===== config.mk =====
export PLATFORM = sky130hd
export DESIGN_NAME = uart_frame_assembler
export DESIGN_NICKNAME = d
export VERILOG_FILES = /design/src/rtl/uart_frame_assembler_pkg.sv /design/src/rtl/byte_timeout_timer.sv /design/src/rtl/uart_frame_assembler.sv
export SDC_FILE = /design/constraint.sdc
export NUM_CORES = 1
export LEC_CHECK = 0
export CAP_MARGIN = 20
export CORE_ASPECT_RATIO = 2
export CORE_MARGIN = 2
export CORE_UTILIZATION = 50
export CTS_BUF_LIST = sky130_fd_sc_hd__clkbuf_4 sky130_fd_sc_hd__clkbuf_8
export CTS_CLUSTER_SIZE = 40
export DETAILED_ROUTE_END_ITERATION = 10
export PLACE_DENSITY = 0.75
export SLEW_MARGIN = 10
export SYNTH_ARGS = -nofsm -noshare
export SYNTH_HDL_FRONTEND = slang
export SYNTH_SLANG_ARGS = --single-unit

===== constraint.sdc =====
create_clock -name clk -period 5.3 [get_ports clk]
set_clock_uncertainty 0.1 [all_clocks]
set_input_delay 1.06 -clock clk [delete_from_list [all_inputs] [get_ports clk]]
set_output_delay 1.06 -clock clk [all_outputs]
set_load 0.01 [all_outputs]

===== src/rtl/uart_frame_assembler_pkg.sv =====
// Framing constants and state encoding shared by the UART receive assembler
// and the matching transmit-side framer.
package uart_frame_assembler_pkg;

  typedef enum logic [1:0] {
    StCollect = 2'd0,
    StEscape  = 2'd1,
    StDiscard = 2'd2
  } state_e;

  localparam logic [7:0] DefMarker = 8'hFF;
  localparam logic [7:0] DefEsc    = 8'hFE;
  localparam logic [7:0] EscXor    = 8'h20;

  // Bits needed to hold the values 0..n, never less than one.
  function automatic int unsigned cnt_width(input int unsigned n);
    return (n < 1) ? 1 : $clog2(n + 1);
  endfunction

endpackage


===== src/rtl/byte_timeout_timer.sv =====
// Inter-byte watchdog: counts idle cycles while a partial frame is held and
// flags the cycle in which the count would reach TIMEOUT_CYC.
module byte_timeout_timer
  import uart_frame_assembler_pkg::*;
#(
  parameter int unsigned TIMEOUT_CYC = 0
) (
  input  logic clk,
  input  logic reset,
  input  logic clear,
  input  logic run,
  output logic expire
);

  if (TIMEOUT_CYC == 0) begin : g_off
    logic unused_inputs;
    assign unused_inputs = ^{clk, reset, clear, run};
    assign expire        = 1'b0;
  end else begin : g_on
    localparam int unsigned TW = cnt_width(TIMEOUT_CYC);

    logic [TW-1:0] timer_q;

    always_ff @(posedge clk) begin
      if (reset || clear || !run) begin
        timer_q <= '0;
      end else if (timer_q != TW'(TIMEOUT_CYC)) begin
        timer_q <= timer_q + TW'(1);
      end
    end

    // A byte in the expiry cycle takes priority over the timeout.
    assign expire = run && !clear && (timer_q == TW'(TIMEOUT_CYC - 1));
  end

endmodule


===== src/rtl/uart_frame_assembler.sv =====
// Assembles NBYTES received bytes into one word closed by a MARKER byte, with
// length checking, optional byte-stuffing and an inter-byte timeout.
module uart_frame_assembler
  import uart_frame_assembler_pkg::*;
#(
  parameter int unsigned NBYTES      = 4,
  parameter logic [7:0]  MARKER      = DefMarker,
  parameter bit          ESC_EN      = 1'b1,
  parameter logic [7:0]  ESC         = DefEsc,
  parameter bit          MSB_FIRST   = 1'b1,
  parameter int unsigned TIMEOUT_CYC = 0,
  localparam int unsigned DW         = 8 * NBYTES
) (
  input  logic          clk,
  input  logic          reset,
  input  logic          in_valid,
  input  logic [7:0]    in_data,
  output logic [DW-1:0] data_out,
  output logic          out_valid,
  output logic          err_len,
  output logic          err_esc,
  output logic          err_timeout,
  output logic          busy
);

  localparam int unsigned   CW   = cnt_width(NBYTES);
  localparam logic [CW-1:0] Full = CW'(NBYTES);

  state_e        state_q, state_d;
  logic [CW-1:0] count_q, count_d;
  logic [DW-1:0] shift_q, shift_d, data_d;
  logic          out_valid_d, err_len_d, err_esc_d, err_timeout_d, busy_d;
  logic          is_marker, is_esc, do_store, expire;
  logic [7:0]    store_byte;

  byte_timeout_timer #(
    .TIMEOUT_CYC(TIMEOUT_CYC)
  ) u_timer (
    .clk   (clk),
    .reset (reset),
    .clear (in_valid),
    .run   (busy),
    .expire(expire)
  );

  assign is_marker = (in_data == MARKER);
  assign is_esc    = ESC_EN && (in_data == ESC);

  always_comb begin
    state_d       = state_q;
    count_d       = count_q;
    shift_d       = shift_q;
    data_d        = data_out;
    out_valid_d   = 1'b0;
    err_len_d     = 1'b0;
    err_esc_d     = 1'b0;
    err_timeout_d = 1'b0;
    do_store      = 1'b0;
    store_byte    = in_data;

    if (in_valid) begin
      unique case (state_q)
        StCollect: begin
          if (is_marker) begin
            if (count_q == Full) begin
              data_d      = shift_q;
              out_valid_d = 1'b1;
            end else if (count_q != '0) begin
              err_len_d = 1'b1;
            end
            count_d = '0;
          end else if (is_esc) begin
            state_d = StEscape;
          end else begin
            do_store = 1'b1;
          end
        end
        StEscape: begin
          state_d = StCollect;
          if (is_marker) begin
            err_esc_d = 1'b1;
            count_d   = '0;
          end else begin
            do_store   = 1'b1;
            store_byte = in_data ^ EscXor;
          end
        end
        StDiscard: begin
          if (is_marker) begin
            state_d = StCollect;
            count_d = '0;
          end
        end
        default: begin
          state_d = StCollect;
          count_d = '0;
        end
      endcase

      // Shared store path for plain and unescaped bytes; overflow drops the frame.
      if (do_store) begin
        if (count_q == Full) begin
          err_len_d = 1'b1;
          state_d   = StDiscard;
        end else begin
          count_d = count_q + CW'(1);
          if (MSB_FIRST) begin
            shift_d = (shift_q << 8) | DW'(store_byte);
          end else begin
            for (int unsigned k = 0; k < NBYTES; k++) begin
              if (count_q == CW'(k)) shift_d[8*k +: 8] = store_byte;
            end
          end
        end
      end
    end else if (expire) begin
      err_timeout_d = 1'b1;
      count_d       = '0;
      state_d       = StCollect;
    end

    busy_d = (count_d != '0) || (state_d != StCollect);
  end

  always_ff @(posedge clk) begin
    if (reset) begin
      state_q     <= StCollect;
      count_q     <= '0;
      shift_q     <= '0;
      data_out    <= '0;
      out_valid   <= 1'b0;
      err_len     <= 1'b0;
      err_esc     <= 1'b0;
      err_timeout <= 1'b0;
      busy        <= 1'b0;
    end else begin
      state_q     <= state_d;
      count_q     <= count_d;
      shift_q     <= shift_d;
      data_out    <= data_d;
      out_valid   <= out_valid_d;
      err_len     <= err_len_d;
      err_esc     <= err_esc_d;
      err_timeout <= err_timeout_d;
      busy        <= busy_d;
    end
  end

endmodule


==> out/metrics.yaml <==
placed_design:
  place_area_mm2: 0.00358
  routabilityCongestion: 0.800
  place_hpwl_um: 4700
  io_buffers: 46
yosys:
  synth_top_area_cell: "dfxtp_1"
  yosysMostFrequentCell: "dfxtp_1"
  syn_avg_cell_area_um2: 8.79
  syn_nets: 371
  synth-edff-count: 0
  synth_area_mm2: 0.00315
  ys_ff_latch: 73
  synthArstFlopShare_pct: 0
  yosysWarnings: 0
  synth.area.top_cells: "dfxtp_1, a21oi_2, a21oi_1"
  postSynthCellCount: 358
  seq_area_frac_synth_pct: 46.4
  synth.top_cell.area_share_pct: 46.4
  ys_types: 43
  netlist_top_cells_count: "dfxtp_1, nand2_1, a21oi_1"
  ys.flop_type: "dfxtp_1"
detailed_routing:
  route.antenna.remaining_nets: 0
  drc: 0
  wl_per_cell_um: 14.7
  vias: 2617
  dr.first_iter.drc_count: 71
  viasPerCell: 5.51
  drt-total-wl_um: 6980
  drtPass1Iterations: 4
sta:
  slew_headroom_pct: 38.2
  hold_viol_final: 0
  fin_crit_ns: 3.16
  rsz0062_at_grt: "no"
  slew_violations: 0
  fin_crit_sh_pct: 59.7
  fmax_mhz: 316
  setup_viol: 0
  setup-tns-final_ns: 0
  worstMarginPinSlew_ns: 0.925
critical_path:
  rrSetupSlack_ns: 2.93
  crit_slowest_cell: "clkdlybuf4s50_1"
  path_buf_inv: 1
  path_cells: "clkdlybuf4s50_1, nor2b_1, nand2_1, o21ai_0, a21oi_1"
  critPathMaxFanout: 33
  critPathRequiredTime_ns: 5.41
  r2r_end: "shift_q[17]"
  worstSetupEndpointType: "flip-flop"
  critPathKind: "in -> reg"
  critical_path.startpoint_type: "primary input"
  crit_family: "simple AND/OR/NAND/NOR gates"
  worstReg2RegStart: "count_q[0]"
  r2r_cells: 7
  cp.arrival_ns: 3.27
  worst_path_largest_cell_delay_ns: 0.64
die:
  start_util_pct: 52.0
  core.rowCount: 40
  coreArea_mm2: 0.00606
  die_x_um: 60.1
  io_pins: 48
  die_y_um: 116
  die-area_mm2: 0.00698
cells_and_area:
  antennaDiodeCount: 0
  area.sequential_mm2: 0.00146
  drive_above_1_share_pct: 22.8
  fillers: 546
  multi_input_area_mm2: 0.00151
  syn2layout_area_growth_pct: 19.8
  final_nets: 401
  design_area_mm2: 0.00377
flow_run:
  cap_violations: 0
global_routing:
  grt_pass1_wl_um: 11500
  grt_usage_pct: 21.4
  antenna_found_initial: 0
  overflow: 0
  grt_pass1_vias: 2572
  grt_max_degree: 50
hold_path:
  worstHoldStart: "shift_q[30]"
  hold_path_end: "shift_q[30]"
  hold_class: "reg -> reg"
  hold_depth: 2
cts:
  clock_path_buffers: 2
  cts-htree-levels: 3
  post_cts_buffers: 0
  cts_buffers: 9
  clkSlewWorstSetupHoldPaths_ns: 0.07
  clock_sinks: 73
  root_buffer: "clkbuf_8"
  cts_tree: "yes"
  clkLatencyLatePin_ns: 0.34
  ctsResizeCount: 0
  hold_buffers: 0
power:
  powerDensity_mw_per_mm2: 278
  p_leak_nw: 1.20
  ir_worst_vdd_v: 0.000233
  switching_share_pct: 23.3
  power.total_mw: 1.05
  power_switching_mw: 0.244
  clkPwrFrac_pct: 39.4
  internal-power_mw: 0.804
  pwr-share-seq_pct: 54.1
  comb_power_share_pct: 6.5
status:
  outcome: "completed"
[registers in the layout, summed over array words and instances, names as in the netlist]
register   count
busy           1
out_valid      1
data_out      32
state_q        2
err_len        1
count_q        3
shift_q       32
err_esc        1
[layer usage]
layer	vias to the layer above	GRT usage, %	wire length [µm]
li1	1315	-	-
met1	1208	25.2	2730
met2	78	36.2	3830
met3	16	3.32	215
met4	0	11.4	198
met5	-	0	0
[layout make-up]
type	count	share of cell area, %
sequential	73	38.8
multi-input combinational	248	39.9
timing repair buffer	51	13.2
tap	84	2.79
clock inverter	4	1.19
clock buffer	10	3.65
inverter	5	0.498
[power groups by stage]
| stage | clock, mW | sequential [mW] | combinational (mW) |
|---|---|---|---|
| floorplan | 0 | 0.577 | 0.0519 |
| global placement | 0 | 0.579 | 0.0670 |
| detailed placement | 0 | 0.579 | 0.0680 |
| CTS | 0.420 | 0.566 | 0.0685 |
| global route | 0.441 | 0.567 | 0.0755 |
| finish | 0.413 | 0.566 | 0.0683 |
[cells by family after synthesis]
group | count (synthesis) | share of synthesized area [%]
other | 1 | 0.119
flip-flops | 73 | 46.4
adder cells (fa/ha/maj) | 2 | 0.795
AND/OR/NAND/NOR | 128 | 21.4
AO/OA/AOI/OAI | 117 | 25.1
buffers and inverters | 37 | 6.16
[worst register-to-register path, cell delays in order, from the launching register on]
cell and delay (ns):
dfxtp_1 0.42, inv_1 0.09, ha_1 0.26, and2_1 0.24, a311oi_4 0.61, buf_4 0.36, nand2_1 0.12, a21oi_2 0.11
[worst max path at each step]
stage	depth (start not counted)	from	to
CTS	5	in_data[5]	data_out[4]
floorplan	6	in_data[0]	shift_q[10]
global placement	5	in_data[5]	data_out[4]
global route	5	in_valid	data_out[20]
finish	5	in_valid	data_out[4]
detailed placement	5	in_data[5]	data_out[4]
[cells in the final DEF (no fill, tap or decap), types with 3 or more instances in the layout]
cell type        instances
nor3_1                   5
dfxtp_1                 73
o21ai_1                  3
a21oi_1                 38
nand3_1                 35
a21oi_2                 30
nand2_2                 29
nand3b_1                 3
clkinv_2                 3
o21ai_0                 29
inv_1                    4
nand2_1                 39
clkbuf_8                10
buf_4                    4
a31oi_1                  3
nor2b_1                  3
clkdlybuf4s50_1         45
[through the flow]
stage / util, % / cells / setup slack [ns] / hold slack, ns
after detailed placement: 59.0 / 460 / 1.72 / 0.355
after CTS: 62.1 / 474 / 2.08 / 0.366
after global routing: 62.3 / 475 / 1.88 / 0.379
after global placement: 59.0 / 460 / 1.79 / 0.348
final: 62.3 / 475 / 2.14 / 0.367
after floorplan: - / 358 / 3.00 / 0.342
No activity file was read; power rests on OpenSTA's default activity.
